[config.mk]
export PLATFORM = sky130hd
export DESIGN_NAME = mc_ctrl
export DESIGN_NICKNAME = d
export VERILOG_FILES = /design/src/rtl/mc_ctrl_pkg.sv /design/src/rtl/mc_ctrl_decode.sv /design/src/rtl/mc_ctrl.sv
export SDC_FILE = /design/constraint.sdc
export NUM_CORES = 1
export LEC_CHECK = 0
export BUFFER_PORTS_ARGS = -buffer_cell sky130_fd_sc_hd__buf_2
export CAP_MARGIN = 0
export CORE_ASPECT_RATIO = 2
export CORE_MARGIN = 2
export CORE_UTILIZATION = 50
export CTS_CLUSTER_DIAMETER = 100
export DETAILED_ROUTE_END_ITERATION = 8
export PLACE_DENSITY = 0.79
export SYNTH_ARGS = -nofsm -noshare
export SYNTH_HDL_FRONTEND = slang
export SYNTH_SLANG_ARGS = --single-unit
[constraint.sdc]
create_clock -name clk -period 2.95 [get_ports clk]
set_input_delay 0.1475 -clock clk [delete_from_list [all_inputs] [get_ports clk]]
set_output_delay 0.1475 -clock clk [all_outputs]
set_load 0.005 [all_outputs]
[src/rtl/mc_ctrl_pkg.sv]
// Shared constants and types for the multi-cycle MIPS control unit:
// opcode/func encodings, ALU operation codes, FSM states and decode results.
package mc_ctrl_pkg;

  // Primary opcodes
  localparam logic [5:0] OP_RTYPE = 6'b000000;
  localparam logic [5:0] OP_ORI   = 6'b001101;
  localparam logic [5:0] OP_ADDIU = 6'b001001;
  localparam logic [5:0] OP_LW    = 6'b100011;
  localparam logic [5:0] OP_SW    = 6'b101011;
  localparam logic [5:0] OP_BEQ   = 6'b000100;
  localparam logic [5:0] OP_J     = 6'b000010;

  // R-type function codes
  localparam logic [5:0] FN_ADDU = 6'b100001;
  localparam logic [5:0] FN_SUBU = 6'b100011;
  localparam logic [5:0] FN_AND  = 6'b100100;
  localparam logic [5:0] FN_OR   = 6'b100101;
  localparam logic [5:0] FN_SLT  = 6'b101010;

  // ALU operation codes seen by the datapath
  localparam logic [2:0] ALU_ADD = 3'b000;
  localparam logic [2:0] ALU_SUB = 3'b001;
  localparam logic [2:0] ALU_AND = 3'b010;
  localparam logic [2:0] ALU_OR  = 3'b011;
  localparam logic [2:0] ALU_SLT = 3'b100;

  // FSM states; the numeric values are visible on the debug port
  typedef enum logic [2:0] {
    ST_FETCH  = 3'd0,
    ST_DECODE = 3'd1,
    ST_EXEC   = 3'd2,
    ST_MEM    = 3'd3,
    ST_WB     = 3'd4,
    ST_HALT   = 3'd5
  } state_t;

  // Instruction class produced by the decoder; drives FSM branching
  typedef enum logic [2:0] {
    IC_R     = 3'd0,
    IC_ORI   = 3'd1,
    IC_ADDIU = 3'd2,
    IC_LW    = 3'd3,
    IC_SW    = 3'd4,
    IC_BEQ   = 3'd5,
    IC_J     = 3'd6,
    IC_ILL   = 3'd7
  } iclass_t;

  // Datapath level controls that depend only on the instruction
  typedef struct packed {
    logic       regdst;
    logic       alusrc;
    logic       memtoreg;
    logic       extop;
    logic [2:0] aluop;
  } lvl_t;

endpackage

[src/rtl/mc_ctrl_decode.sv]
// Pure combinational decoder: op/func -> instruction class, level controls
// and an illegal-instruction flag. Holds no state.
module mc_ctrl_decode
  import mc_ctrl_pkg::*;
(
  input  logic [5:0] op,
  input  logic [5:0] func,
  output iclass_t    iclass,
  output lvl_t       lvl,
  output logic       illegal
);

  logic       r_ok;
  logic [2:0] r_aluop;

  // Classify the instruction and derive its level controls
  always_comb begin
    r_ok    = 1'b1;
    r_aluop = ALU_ADD;
    case (func)
      FN_ADDU: r_aluop = ALU_ADD;
      FN_SUBU: r_aluop = ALU_SUB;
      FN_AND:  r_aluop = ALU_AND;
      FN_OR:   r_aluop = ALU_OR;
      FN_SLT:  r_aluop = ALU_SLT;
      default: r_ok    = 1'b0;
    endcase

    iclass = IC_ILL;
    case (op)
      OP_RTYPE: iclass = r_ok ? IC_R : IC_ILL;
      OP_ORI:   iclass = IC_ORI;
      OP_ADDIU: iclass = IC_ADDIU;
      OP_LW:    iclass = IC_LW;
      OP_SW:    iclass = IC_SW;
      OP_BEQ:   iclass = IC_BEQ;
      OP_J:     iclass = IC_J;
      default:  iclass = IC_ILL;
    endcase

    lvl = '0;
    case (iclass)
      IC_R: begin
        lvl.regdst = 1'b1;
        lvl.aluop  = r_aluop;
      end
      IC_ORI: begin
        // ori zero-extends its immediate, so extop stays 0
        lvl.alusrc = 1'b1;
        lvl.aluop  = ALU_OR;
      end
      IC_ADDIU: begin
        lvl.alusrc = 1'b1;
        lvl.extop  = 1'b1;
      end
      IC_LW: begin
        lvl.alusrc   = 1'b1;
        lvl.memtoreg = 1'b1;
        lvl.extop    = 1'b1;
      end
      IC_SW: begin
        lvl.alusrc = 1'b1;
        lvl.extop  = 1'b1;
      end
      IC_BEQ: begin
        lvl.extop = 1'b1;
        lvl.aluop = ALU_SUB;
      end
      default: ;
    endcase
  end

  assign illegal = (iclass == IC_ILL);

endmodule

[src/rtl/mc_ctrl.sv]
// Multi-cycle MIPS control unit: sequences fetch/decode/exec/mem/writeback,
// drives datapath controls, and counts retired instructions (pcwr pulses).
module mc_ctrl
  import mc_ctrl_pkg::*;
#(
  parameter bit ILLEGAL_HALT = 1'b1,
  parameter int CNT_W        = 32
) (
  input  logic             clk,
  input  logic             rst,
  input  logic [5:0]       op,
  input  logic [5:0]       func,
  input  logic             imem_rdy,
  input  logic             dmem_rdy,
  output logic             irwr,
  output logic             pcwr,
  output logic             regwr,
  output logic             memwr,
  output logic             regdst,
  output logic             ALUsrc,
  output logic             memtoreg,
  output logic             branch,
  output logic             jump,
  output logic             extop,
  output logic [2:0]       ALUop,
  output logic [2:0]       state,
  output logic             halted,
  output logic [CNT_W-1:0] instr_cnt
);

  state_t           state_reg, state_next;
  logic [5:0]       op_reg, func_reg;
  logic [CNT_W-1:0] cnt_reg;

  logic [5:0] dec_op, dec_func;
  iclass_t    iclass;
  lvl_t       lvl;
  logic       illegal;
  logic       lvl_en;

  // In DECODE the live fields are decoded (they are being latched this
  // cycle); every later state works from the latched copy.
  assign dec_op   = (state_reg == ST_DECODE) ? op   : op_reg;
  assign dec_func = (state_reg == ST_DECODE) ? func : func_reg;

  mc_ctrl_decode u_decode (
    .op      (dec_op),
    .func    (dec_func),
    .iclass  (iclass),
    .lvl     (lvl),
    .illegal (illegal)
  );

  // Capture op/func while in DECODE
  always_ff @(posedge clk or negedge rst) begin
    if (!rst) begin
      op_reg   <= '0;
      func_reg <= '0;
    end else if (state_reg == ST_DECODE) begin
      op_reg   <= op;
      func_reg <= func;
    end
  end

  // FSM state register
  always_ff @(posedge clk or negedge rst) begin
    if (!rst) begin
      state_reg <= ST_FETCH;
    end else begin
      state_reg <= state_next;
    end
  end

  // Next-state logic and single-cycle strobes (ready inputs only matter in
  // FETCH and MEM)
  always_comb begin
    state_next = state_reg;
    irwr       = 1'b0;
    pcwr       = 1'b0;
    regwr      = 1'b0;
    memwr      = 1'b0;
    branch     = 1'b0;
    jump       = 1'b0;
    case (state_reg)
      ST_FETCH: begin
        if (imem_rdy) begin
          irwr       = 1'b1;
          state_next = ST_DECODE;
        end
      end
      ST_DECODE: begin
        if (iclass == IC_J) begin
          pcwr       = 1'b1;
          jump       = 1'b1;
          state_next = ST_FETCH;
        end else if (illegal) begin
          if (ILLEGAL_HALT) begin
            state_next = ST_HALT;
          end else begin
            // Retire as a NOP: PC+4 and move on
            pcwr       = 1'b1;
            state_next = ST_FETCH;
          end
        end else begin
          state_next = ST_EXEC;
        end
      end
      ST_EXEC: begin
        case (iclass)
          IC_LW, IC_SW: state_next = ST_MEM;
          IC_BEQ: begin
            // npc resolves taken/not-taken from the ALU zero flag
            branch     = 1'b1;
            pcwr       = 1'b1;
            state_next = ST_FETCH;
          end
          default: state_next = ST_WB;
        endcase
      end
      ST_MEM: begin
        if (dmem_rdy) begin
          if (iclass == IC_SW) begin
            memwr      = 1'b1;
            pcwr       = 1'b1;
            state_next = ST_FETCH;
          end else begin
            state_next = ST_WB;
          end
        end
      end
      ST_WB: begin
        regwr      = 1'b1;
        pcwr       = 1'b1;
        state_next = ST_FETCH;
      end
      ST_HALT: state_next = ST_HALT;
      default: state_next = ST_FETCH;
    endcase
  end

  // Level controls are only driven while the instruction uses the datapath
  assign lvl_en   = (state_reg == ST_EXEC) || (state_reg == ST_MEM) ||
                    (state_reg == ST_WB);
  assign regdst   = lvl_en & lvl.regdst;
  assign ALUsrc   = lvl_en & lvl.alusrc;
  assign memtoreg = lvl_en & lvl.memtoreg;
  assign extop    = lvl_en & lvl.extop;
  assign ALUop    = lvl_en ? lvl.aluop : ALU_ADD;

  // Retired-instruction counter, one step per PC update, wrapping
  always_ff @(posedge clk or negedge rst) begin
    if (!rst) begin
      cnt_reg <= '0;
    end else if (pcwr) begin
      cnt_reg <= cnt_reg + CNT_W'(1);
    end
  end

  assign instr_cnt = cnt_reg;
  assign state     = state_reg;
  assign halted    = (state_reg == ST_HALT);

endmodule

==> flow_summary_export.csv <==
group,metric,value,unit
pwr,p_per_area,837,nW/um^2
detailed_routing,antenna_left,0,
detailed_routing,dr.pass1.iters,4,
timing,min_period,2.91,ns
global_route,grt_max_degree,48,
clocking,clockBufferDepth,2,
synthesis,synth_seq_cells,47,
timing,fin_skew,0.00589,ns
clocking,cts_sinks,47,
detailed_routing,vias_per_cell,6.06,
pwr,total_power,0.00313,W
timing,setup_viol,0,
layout,nFillCells,444,
pwr,netSwitchingFraction,38.3,%
layout,final_cells,454,
clocking,cts.htree.levels,2,
detailed_routing,routed-via-count,2753,
pwr,p_int,0.00193,W
place,portBuffers,64,
timing,relSlewSlack,28.2,%
synthesis,synth_area_leader_cell,"dfrtp_1",
detailed_routing,wire_per_inst,18.2,um
clocking,clk_latency,0.29,ns
status,outcome,"finished clean",
place,place.gp.congestion,0.939,
synthesis,syn_inst,305,
detailed_routing,wl_met3,354,um
floorplanning,placementRows,39,
detailed_routing,drt_wl_total,8.25,mm
layout,areaGrowthSynthToFinish,29.4,%
critical_path,r2r-start,"state[1]$_DFFE_PN0P_",
layout,fin_nets,409,
synthesis,synth_edf_count,0,
floorplanning,die-area,6430,um^2
timing,rsz0062_at_grt,"yes",
critical_path,crit_end,"ALUop[2]",
pwr,leakage,1.84,nW
layout,seq_area,1180,um^2
timing,clock.fmax,0.344,GHz
critical_path,critical_path_class,"reg -> out",
clocking,path_clk_slew,0.06,ns
floorplanning,core_region_area,5660,um^2
synthesis,ys_seq_area_share,40.8,%
critical_path,cp-end-kind,"output pin",
detailed_routing,drc,0,
critical_path,critPathLaunch,"op_reg[1]$_DFF_PN0_",
critical_path,r2r-end,"instr_cnt[29]$_DFFE_PN0P_",
critical_path,rr_worst_depth,10,
timing,fin_setup_tns,0,ns
pwr,p_seq_share,31.1,%
global_route,grt_pass1_vias,2751,
synthesis,ys.flop_type,"dfrtp_1",
detailed_routing,wl_met1,2.89,mm
pwr,ir_worst_vdd,594,uV
synthesis,synthTopCellsByArea,"dfrtp_1 41%, xor2_1 7.6%, nand2_1 6.4%, nor4_2 5.6%, xnor2_1 2.7%",
synthesis,ys_async_sr_fraction,100,%
floorplanning,io_pins,65,
run,drv_cap,0,
detailed_routing,dr_wl_met2,4.64,mm
synthesis,ys_warn_count,0,
floorplanning,die_h,111,um
global_route,track_usage,26.6,%
floorplanning,die_x,57.7,um
floorplanning,start_util,51.0,%
synthesis,syn-mean-instance-area,9.46,um^2
clocking,ctsRootBufferMaster,"clkbuf_16",
place,hpwl,6.12,mm
pwr,switchingPower,0.00120,W
critical_path,startpoint_type,"flop",
timing,post-route-period-util,98.6,%
layout,largest_reg_flops,32,
critical_path,crit_required,2.80,ns
pwr,clockPowerShare,23.1,%
timing,max_slew.worst_pin.slew,1.08,ns
layout,multi_input_area,1680,um^2
timing,timing.hold.ws,0.0460,ns
layout,antenna_cells,0,
timing,report.final.slew_viol_count,0,
critical_path,r2r_setup_slack,0.16,ns
critical_path,worstPathMaxFanout,5,
synthesis,synth_top_cell_area_share,40.8,%
synthesis,postSynthNetCount,322,
worst_hold_path,holdCritPathClass,"in -> async",
global_route,overflow,0,
detailed_routing,drt_iter0_markers,173,
global_route,grt_pass1_wl,13.3,mm
synthesis,syn_area,2890,um^2
pwr,combPwrFrac,45.8,%
detailed_routing,top_layer_used,"met4",
critical_path,arrival,2.76,ns
layout,drive_above_1_share,33.6,%
clocking,cts_tree,"yes",
timing,hold_viol,0,
global_route,grt_antenna_before_repair,0,
clocking,numCtsBuffers,5,
synthesis,synth_cell_type_count,56,
place,dp.cells,435,
==> synthesized netlist by cell type, types with 7 or more instances <==
| cell type | count |
|---|---|
| inv_1 | 9 |
| nand4_1 | 7 |
| nor2_1 | 18 |
| nor3_1 | 9 |
| xor2_1 | 25 |
| dfrtp_1 | 47 |
| nand2_1 | 49 |
| nor4_2 | 13 |
| nor4_1 | 7 |
| xnor2_1 | 9 |
| nand3_1 | 15 |
==> per-stage QoR <==
step           cell area [um^2]  setup slack [ns]  utilization (%)
6_report                   3730            0.0408             66.0
5_1_grt                    3730           -0.0569             66.0
4_1_cts                    3650            0.0309             64.5
3_5_place_dp               3360             0.139             59.3
3_3_place_gp               3360             0.195             59.3
2_1_floorplan              2890             0.333                -
==> power by group through the flow <==
stage	Combinational, W	Sequential, W	Clock (W)
2_1_floorplan	0.000779	0.000916	0
4_1_cts	0.00135	0.000962	0.000738
3_3_place_gp	0.00117	0.000951	0
5_1_grt	0.00156	0.000994	0.000762
3_5_place_dp	0.00120	0.000963	0
6_report	0.00143	0.000972	0.000723
==> kinds of logic after synthesis <==
family / Yosys count / share of synthesized area (%)
mux: 5 / 1.95
flops: 47 / 40.8
buf+inv: 22 / 3.47
xor+xnor: 34 / 10.3
simple gates: 158 / 33.0
fa+ha+maj: 1 / 0.434
compound gates: 38 / 10.1
==> worst min-delay path by stage <==
stage | startpoint | endpoint | slack (ns)
finish | rst | state[0]$_DFFE_PN0P_ | 0.05
global route | func[4] | func_reg[4]$_DFF_PN0_ | 0.1
CTS | func[4] | func_reg[4]$_DFF_PN0_ | 0.08
detailed placement | func[4] | func_reg[4]$_DFF_PN0_ | 0.38
global placement | func[4] | func_reg[4]$_DFF_PN0_ | 0.37
floorplan | rst | func_reg[0]$_DFF_PN0_ | -0.15
==> layout by cell type (no fill, tap or decap), types with 4 or more instances in the layout <==
master     count
buf_2         64
nand2_1       49
dfrtp_1       43
xor2_1        25
buf_4         25
nor2_1        18
nand3_1       15
nor4_2        12
inv_1          9
xnor2_1        9
nor3_1         9
nand4_1        7
o21ai_0        6
nor4_1         6
a21oi_1        6
nor2b_1        5
clkbuf_16      5
and2_1         4
nor4b_1        4
dfrtp_2        4
==> cell type report <==
cell class / instances / share of cell area (%)
repair buffers: 91 / 15.0
clock buffers: 6 / 3.45
inverters: 11 / 1.17
clock inverters: 2 / 1.61
flip-flops and latches: 47 / 31.6
well taps: 61 / 2.04
multi-input cells: 236 / 45.1
==> metal layers <==
metal,vias up,GRT usage [%]
met3,27,4.30
met2,102,47.9
met5,-,0
met4,0,14.6
li1,1282,-
met1,1342,28.2
==> critical path, cell delays in order (launching register included) <==
cell     delay, ns
dfrtp_2       0.43
or4_4         0.58
nor4_4        0.32
nor2_1        0.08
or4_4         0.57
inv_4         0.08
or4_4         0.13
and3b_1       0.17
buf_2         0.12
==> what timing repair did <==
action                                 in CTS  in global routing
buffers inserted                            4                  6
hold buffers                                0                  0
setup endpoints to repair                   3                  5
pin swaps                                   2                  8
endpoints found under the hold margin       0                  0
cloned                                      1                  0
resized for setup                           9                 10
No activity file was read; power rests on OpenSTA's default activity.
